[config.mk]
export PLATFORM = sky130hd
export DESIGN_NAME = osu_clkdiv_gen
export DESIGN_NICKNAME = d
export VERILOG_FILES = /design/src/rtl/osu_clkdiv_pkg.sv /design/src/rtl/osu_clkdiv_halfcyc.sv /design/src/rtl/osu_clkdiv_gen.sv
export SDC_FILE = /design/constraint.sdc
export NUM_CORES = 1
export LEC_CHECK = 0
export CAP_MARGIN = 10
export CORE_MARGIN = 3
export CORE_UTILIZATION = 40
export DETAILED_ROUTE_END_ITERATION = 12
export PLACE_DENSITY = 0.71
export SYNTH_ARGS = -nofsm -noshare
export SYNTH_HDL_FRONTEND = slang
export SYNTH_SLANG_ARGS = --single-unit
[constraint.sdc]
create_clock -name CLK -period 7.8 [get_ports CLK]
set_input_delay 1.56 -clock CLK [delete_from_list [all_inputs] [get_ports CLK]]
set_output_delay 1.56 -clock CLK [all_outputs]
set_load 0.02 [all_outputs]
[src/rtl/osu_clkdiv_pkg.sv]
// Shared definitions for the osu_clkdiv_gen clock divider.
//   state_t : controller states (IDLE, RUN, DRAIN)
//   DIV_MIN : smallest legal divisor; requested values below it are clamped
package osu_clkdiv_pkg;

    typedef enum logic [1:0] {
        IDLE  = 2'd0,
        RUN   = 2'd1,
        DRAIN = 2'd2
    } state_t;

    localparam int unsigned DIV_MIN = 2;

endpackage

[src/rtl/osu_clkdiv_halfcyc.sv]
// Half-cycle extension stage for odd divisors.
// A falling-edge flop re-samples the registered divided clock. ORing it back
// in stretches the high phase by half a root-clock cycle, which gives a 50%
// duty cycle for odd divisors. For even divisors the delayed copy is masked.
// Ports:
//   CLK     root clock (falling edge used here)
//   RN      asynchronous active-low reset
//   q_pos   registered divided clock from the rising-edge domain
//   odd     active divisor is odd
//   clk_out divided clock with odd-N duty correction
import osu_clkdiv_pkg::*;

module osu_clkdiv_halfcyc (
    input  logic CLK,
    input  logic RN,
    input  logic q_pos,
    input  logic odd,
    output logic clk_out
);

    logic q_neg;

    always_ff @(negedge CLK or negedge RN) begin
        if (!RN) begin
            q_neg <= 1'b0;
        end else begin
            q_neg <= q_pos;
        end
    end

    assign clk_out = q_pos | (q_neg & odd);

endmodule

[src/rtl/osu_clkdiv_gen.sv]
// Programmable glitch-free synchronous clock divider.
// Produces a divided clock CLKOUT and a TICK strobe on each CLKOUT rising
// edge. The divisor changes through a REQ/ACK handshake and only takes effect
// on a period boundary; stopping (EN low) always completes the current period.
// Ports:
//   CLK    root clock          RN     async active-low reset
//   EN     run request         DIV    requested divisor (0/1 clamp to 2)
//   REQ    divisor change req  ACK    one-cycle capture acknowledge
//   CLKOUT divided clock       TICK   pulse with each CLKOUT rising edge
//   BUSY   controller not idle
// Optional feature: define CLKDIV_ODD50_EN for 50% duty on odd divisors.
// Asserting RN mid-period can cut a CLKOUT high phase short (runt pulse).
import osu_clkdiv_pkg::*;

module osu_clkdiv_gen #(
    parameter int unsigned WIDTH = 8
) (
    input  logic             CLK,
    input  logic             RN,
    input  logic             EN,
    input  logic [WIDTH-1:0] DIV,
    input  logic             REQ,
    output logic             ACK,
    output logic             CLKOUT,
    output logic             TICK,
    output logic             BUSY
);

    state_t           state_q, state_d;
    logic [WIDTH-1:0] cnt_q, cnt_d;
    logic [WIDTH-1:0] n_q, n_d;
    logic             clk_q, clk_d;
    logic             tick_q, tick_d;
    logic             ack_q, ack_d;
    logic             busy_q, busy_d;
    logic [WIDTH-1:0] div_eff;
    logic             boundary;

    assign div_eff  = (DIV < WIDTH'(DIV_MIN)) ? WIDTH'(DIV_MIN) : DIV;
    assign boundary = (state_q != IDLE) && (cnt_q == n_q - WIDTH'(1));

    always_comb begin
        state_d = state_q;
        cnt_d   = cnt_q;
        n_d     = n_q;
        tick_d  = 1'b0;
        ack_d   = 1'b0;
        case (state_q)
            IDLE: begin
                cnt_d = '0;
                if (REQ) begin
                    n_d   = div_eff;
                    ack_d = 1'b1;
                end
                if (EN) begin
                    state_d = RUN;
                    tick_d  = 1'b1;
                end
            end
            RUN, DRAIN: begin
                if (boundary) begin
                    cnt_d = '0;
                    if (REQ) begin
                        n_d   = div_eff;
                        ack_d = 1'b1;
                    end
                    // Only a drain that is still unwanted at the boundary stops;
                    // any other boundary opens a fresh period.
                    if (state_q == DRAIN && !EN) begin
                        state_d = IDLE;
                    end else begin
                        state_d = EN ? RUN : DRAIN;
                        tick_d  = 1'b1;
                    end
                end else begin
                    cnt_d   = cnt_q + WIDTH'(1);
                    state_d = EN ? RUN : DRAIN;
                end
            end
            default: begin
                state_d = IDLE;
                cnt_d   = '0;
            end
        endcase
        // Output follows the post-edge count and divisor so it is registered.
        clk_d  = (state_d != IDLE) && (cnt_d < (n_d >> 1));
        busy_d = (state_d != IDLE);
    end

    always_ff @(posedge CLK or negedge RN) begin
        if (!RN) begin
            state_q <= IDLE;
            cnt_q   <= '0;
            n_q     <= WIDTH'(DIV_MIN);
            clk_q   <= 1'b0;
            tick_q  <= 1'b0;
            ack_q   <= 1'b0;
            busy_q  <= 1'b0;
        end else begin
            state_q <= state_d;
            cnt_q   <= cnt_d;
            n_q     <= n_d;
            clk_q   <= clk_d;
            tick_q  <= tick_d;
            ack_q   <= ack_d;
            busy_q  <= busy_d;
        end
    end

    assign ACK  = ack_q;
    assign TICK = tick_q;
    assign BUSY = busy_q;

`ifdef CLKDIV_ODD50_EN
    osu_clkdiv_halfcyc u_halfcyc (
        .CLK     (CLK),
        .RN      (RN),
        .q_pos   (clk_q),
        .odd     (n_q[0]),
        .clk_out (CLKOUT)
    );
`else
    assign CLKOUT = clk_q;
`endif

endmodule

==> impl_metrics.tcl, run 1 <==
set metrics [dict create \
    wirelength_mm 3.38 \
    antenna_found_initial 0 \
    final_common_cell "dfrtp_1" \
    grt_max_degree 23 \
    drive_above_1_share 0.0719 \
    syn_inst 152 \
    vias_per_cell 5.76 \
    drtAntennaViolNets 0 \
    required_ns 8.01 \
    start_kind "flop" \
    ys_ff_latch 22 \
    mostFrequentLayoutCells "21 x dfrtp_1, 15 x clkdlybuf4s50_1, 12 x nor2_1, 11 x ha_1, 8 x inv_1" \
    hold_viol 0 \
    dr.pass1.iters 4 \
    cts_buffer_depth 2 \
    cts_tree "yes" \
    fmax_mhz 263 \
    grt_pass1_vias 1270 \
    max_stage_delay_ns 0.45 \
    ioPinCount 16 \
    vias 1226 \
    initial_core_util 0.429 \
    root_buffer "clkbuf_8" \
    cp-end-kind "flop" \
    path_cells "inv_1 -> ha_1 -> or3b_4 -> o31ai_4 -> nand4b_2 -> nor4_1 -> and2_1 -> o21a_1 -> a22oi_1 -> ha_1 -> a211oi_1 -> nand2_1 -> o21ai_0 -> o211a_1" \
    synth-main-ff-cell "dfrtp_1" \
    status "complete, no violations" \
    final_cell_area_um2 1720 \
    drv_slew 0 \
    num_rows 21 \
    synth_fp_nets 175 \
    numCtsBuffers 3 \
    grt_pass1_wl_mm 5.82 \
    preCtsSetupSlack_ns 3.82 \
    synth.yosys.warnings 0 \
    coreArea_um2 3440 \
    cp_max_fo 13 \
    worst_slew_pin_slew_ns 1.01 \
    finalSetupTns_ns 0 \
    setup_violations 0 \
    worstSetupPathType "flop to flop" \
    p_leak_nw 0.741 \
    post_cts_resized 0 \
    clk_latency_ns 0.26 \
    hp-class "flop to flop" \
    async_flop_share 1.00 \
    vdd_drop_max_mv 0.142 \
    diodes 0 \
    slowest_stage "dfrtp_1" \
    postPlaceCellArea_um2 1660 \
    die_x_um 66.8 \
    clock-sinks 22 \
    slew_headroom 0.323 \
    drc 0 \
    netlist-cell-type-count 42 \
    period_minus_slack_ns 3.80 \
    cts_hold_buf 0 \
    ys_seq_area_frac 0.374 \
    numPortBuffers 15 \
    die_area_um2 4460 \
    synth_edf_count 0 \
    num-nets-final 191 \
    post_cts.repair.setup_buffers 0 \
    power_density_nw_per_um2 391 \
    fin_skew_ns 0.00377 \
    cts.htree.levels 1 \
    dp.final_hpwl_mm 2.59 \
    grt.overflow.total 0 \
    power_w 0.000672 \
    grtUsageTotal 0.168 \
    avgSynthCellArea_um2 9.71 \
    wl_per_cell_um 15.9 \
    period_share 0.488 \
    cp_common_cell "ha_1" \
    clkTransAtPathRegs_ns 0.08 \
    syn2layout_area_growth_pct 16.4 \
    die_y_um 66.8 \
    arrival_ns 4.01 \
    synth_area_um2 1480 \
    fin_ws_ns 4.00 \
    fin_util 0.499 \
    gp_congestion 0.937 \
    cap_violations 0 \
    drtIter0Drc 70 \
    grt_setup_unrepaired "false" \
]
## sequential cells by signal (all words and copies together) (netlist names)
signal   count
ACK          1
BUSY         1
CLKOUT       1
TICK         1
cnt_q        8
n_q          8
state_q      2
## where the power goes
group,internal (W),switching [W]
logic,0.000171,0.000223
registers,0.000152,0.0000444
clock network,0.0000450,0.0000370
## critical path, delay by kind of cell, from the launching register on
family          cells  cell delay [ns]
buf+inv             1             0.11
simple gates        5             1.33
fa+ha+maj           2             0.50
compound gates      6             1.35
flops               1             0.45
## cells in the mapped netlist (all sizes together), types with 5 or more instances
cell   instances  area, um^2
inv            8        30.0
nand2          7        26.3
nor2          12        45.0
xor2           7        61.3
nor4           5        31.3
ha            11         138
dfrtp         21         526
a22oi          7        52.6
nand3          5        25.0
xnor2          7        61.3
o21ai          7        35.0
a21oi          7        35.0
a22o           6        52.6
## per-layer routing
metal | track usage | vias to the layer above | wire [um]
li1 | - | 588 | -
met1 | 0.209 | 607 | 1470
met2 | 0.300 | 25 | 1750
met3 | 0.0219 | 6 | 93
met4 | 0.0508 | 0 | 65
met5 | 0 | - | 0
## cells by family after synthesis
family / after synthesis / share of synthesized area
AND/OR/NAND/NOR: 50 / 0.186
AO/OA/AOI/OAI: 42 / 0.223
flip-flops: 22 / 0.374
XOR/XNOR: 14 / 0.0831
buffers and inverters: 12 / 0.0339
adder cells (fa/ha/maj): 11 / 0.0932
multiplexers: 1 / 0.00678
## through the flow
| step | cells | hold slack, ns |
|---|---|---|
| 2_1_floorplan | 152 | 0.503 |
| 3_3_place_gp | 209 | 0.529 |
| 3_5_place_dp | 209 | 0.568 |
| 4_1_cts | 213 | 0.583 |
| 5_1_grt | 213 | 0.627 |
| 6_report | 213 | 0.584 |
## area by class of cell
type	count	area (um^2)
multi-input cells	118	875
fillers	327	1720
flip-flops and latches	22	552
inverters	8	30.0
repair buffers	15	150
well taps	46	57.6
clock buffers	4	55.1
## worst paths after layout
check                              startpoint            endpoint  slack, ns  cells after the start
setup / recovery           n_q[0]$_DFFE_PN0P_    CLKOUT$_DFF_PN0_       4.00                     14
hold / removal             cnt_q[0]$_DFF_PN0_  cnt_q[0]$_DFF_PN0_       0.58                      1
setup reg to reg           n_q[0]$_DFFE_PN0P_    CLKOUT$_DFF_PN0_       4.00                     14
hold reg to reg            cnt_q[0]$_DFF_PN0_  cnt_q[0]$_DFF_PN0_       0.58                      1
max in group asynchronous                  RN  cnt_q[0]$_DFF_PN0_       5.34                      1
min in group asynchronous                  RN    n_q[6]$_DFF_PN0_       1.85                      1
No activity file was read; power rests on OpenSTA's default activity.
==> run 2, diff against run 1 <==
- clock period: 7.8 -> 3.9 ns (I/O delays scaled with it)
==> run 2 against run 1 <==
Clock power grew to 2.7 times the previous value. Die area is the same. Sequential power grew 98%. First-iteration DRC count grew 11%. Non-clock buffer count is the same. Setup slack lost 3.7 ns. Final cell count is the same. Register-to-register slack lost 3.7 ns. Critical path type unchanged. Critical endpoint unchanged.
==> impl_metrics.tcl, run 2 (same netlist as run 1, synthesis figures left out) <==
set metrics [dict create \
    cts_buffer_depth 2 \
    p_comb_frac 0.573 \
    die_area_um2 4460 \
    power.internal_w 0.000793 \
    numCtsBuffers 3 \
    fillers 319 \
    fmax_mhz 274 \
    path_delay_family "simple AND/OR/NAND/NOR gates" \
    cp-end-kind "flop" \
    dp.final_hpwl_mm 2.52 \
    grtUsageTotal 0.159 \
    period_minus_slack_ns 3.65 \
    fin_skew_ns 0.00391 \
    switchingPower_w 0.000630 \
    grt.overflow.total 0 \
    path_cells "inv_1 -> ha_1 -> or3b_4 -> o31ai_4 -> nand4b_2 -> nor4_4 -> a21oi_1 -> or2_2 -> a22oi_1 -> ha_1 -> a211oi_2 -> nand2_1 -> o21ai_0 -> o211a_1" \
    num_rows 21 \
    drtAntennaViolNets 0 \
    max_stage_delay_ns 0.45 \
    finalSetupTns_ns 0 \
    drtIter0Drc 78 \
    rr_endpoint "CLKOUT$_DFF_PN0_" \
    power_density_nw_per_um2 807 \
    final_common_cell "dfrtp_1" \
    syn2layout_area_growth_pct 19.4 \
    start_kind "flop" \
    cts.htree.levels 1 \
    grt_setup_unrepaired "false" \
    crit_start "n_q[0]$_DFFE_PN0P_" \
    period_share 0.936 \
    numPortBuffers 15 \
    slew_headroom 0.347 \
    worstSetupPathType "flop to flop" \
    post_cts.repair.setup_buffers 0 \
    gp_congestion 0.926 \
    cap_violations 0 \
    cts_hold_buf 0 \
    cp_common_cell "ha_1" \
    seq_power_share 0.274 \
    drive_above_1_share 0.0898 \
    slowest_stage "dfrtp_1" \
    initial_core_util 0.429 \
    p_leak_nw 0.755 \
    crit_end "CLKOUT$_DFF_PN0_" \
    drc 0 \
    wirelength_mm 3.26 \
    die_y_um 66.8 \
    cp.depth 14 \
    r2r_slack_ns 0.25 \
    mostFrequentLayoutCells "21 x dfrtp_1, 15 x clkdlybuf4s50_1, 12 x nor2_1, 11 x ha_1, 8 x inv_1" \
    crit_buf_inv 1 \
    wl_per_cell_um 15.3 \
    setup_violations 0 \
    vdd_drop_max_mv 0.258 \
    post_cts_resized 0 \
    diodes 0 \
    cts_tree "yes" \
    coreArea_um2 3440 \
    required_ns 4.11 \
    cp_max_fo 12 \
    reg_top3 "cnt_q x8, n_q x8, state_q x2" \
    vias_per_cell 5.57 \
    ioPinCount 16 \
    clkTransAtPathRegs_ns 0.09 \
    grt_max_degree 23 \
    switching_share 0.443 \
    arrival_ns 3.86 \
    dr.pass1.iters 4 \
    grt_pass1_wl_mm 5.38 \
    seqCellArea_um2 552 \
    clkPwrFrac 0.153 \
    clk_latency_ns 0.27 \
    hold_viol 0 \
    hp-class "flop to flop" \
    clock-sinks 22 \
    grt_pass1_vias 1092 \
    multi_input_comb_area_um2 902 \
    rr_worst_depth 14 \
    antenna_found_initial 0 \
    num-nets-final 191 \
    r2r_start "n_q[0]$_DFFE_PN0P_" \
    worst_slew_pin_slew_ns 0.977 \
    drv_slew 0 \
    fin_hold_ws_ns 0.560 \
    vias 1187 \
    die_x_um 66.8 \
    root_buffer "clkbuf_8" \
    status "complete, no violations" \
]
==> run 2: cell types whose count changed in the layout (fill, tap and decap cells not counted), sizes merged <==
| cell | previous run | this run |
|---|---|---|
| bufinv | 0 | 1 |
| clkbuf | 4 | 3 |
==> run 2: power by group through the flow <==
| stage | Sequential [W] | Combinational, W | Clock [W] |
|---|---|---|---|
| 3_3_place_gp | 0.000390 | 0.000758 | 0 |
| 2_1_floorplan | 0.000394 | 0.000588 | 0 |
| 4_1_cts | 0.000388 | 0.000781 | 0.000217 |
| 6_report | 0.000390 | 0.000816 | 0.000218 |
| 3_5_place_dp | 0.000391 | 0.000776 | 0 |
| 5_1_grt | 0.000402 | 0.000906 | 0.000228 |
==> run 2: layout make-up <==
cell class / count / area share
clock inverter: 1 / 0.0170
inverter: 8 / 0.0170
tap: 46 / 0.0326
sequential: 22 / 0.313
multi-input combinational: 118 / 0.512
clock buffer: 3 / 0.0234
timing repair buffer: 15 / 0.0852
==> run 2: worst reg2reg max path: cells and delay by family (launching register included) <==
kind	cells	cell delay [ns]
compound gates	6	1.10
simple gates	5	1.45
buf+inv	1	0.11
flops	1	0.45
fa+ha+maj	2	0.49
==> run 2: stage by stage <==
step | instances | utilization | area [um^2] | total power [W] | worst slack, ns
after floorplan | 152 | - | 1480 | 0.000983 | 0.552
after global placement | 209 | 0.483 | 1660 | 0.00115 | 0.330
after detailed placement | 209 | 0.483 | 1660 | 0.00117 | 0.0628
after CTS | 213 | 0.504 | 1740 | 0.00139 | 0.0294
after global routing | 213 | 0.512 | 1760 | 0.00154 | 0.00326
final | 213 | 0.512 | 1760 | 0.00142 | 0.250
==> run 2: worst min path at each step <==
stage / to / start / cells past startpoint / slack (ns)
floorplan: ACK$_DFF_PN0_ / RN / 0 / 0.48
global placement: n_q[7]$_DFF_PN0_ / n_q[7]$_DFF_PN0_ / 1 / 0.53
detailed placement: n_q[7]$_DFF_PN0_ / n_q[7]$_DFF_PN0_ / 1 / 0.54
CTS: n_q[7]$_DFF_PN0_ / n_q[7]$_DFF_PN0_ / 1 / 0.56
global route: n_q[7]$_DFF_PN0_ / n_q[7]$_DFF_PN0_ / 1 / 0.59
finish: n_q[7]$_DFF_PN0_ / n_q[7]$_DFF_PN0_ / 1 / 0.56
==> run 2: metal layers <==
metal / GRT usage / wire length, um
met5: 0 / 0
met4: 0.0761 / 108
met3: 0.0236 / 115
met2: 0.248 / 1520
met1: 0.214 / 1520
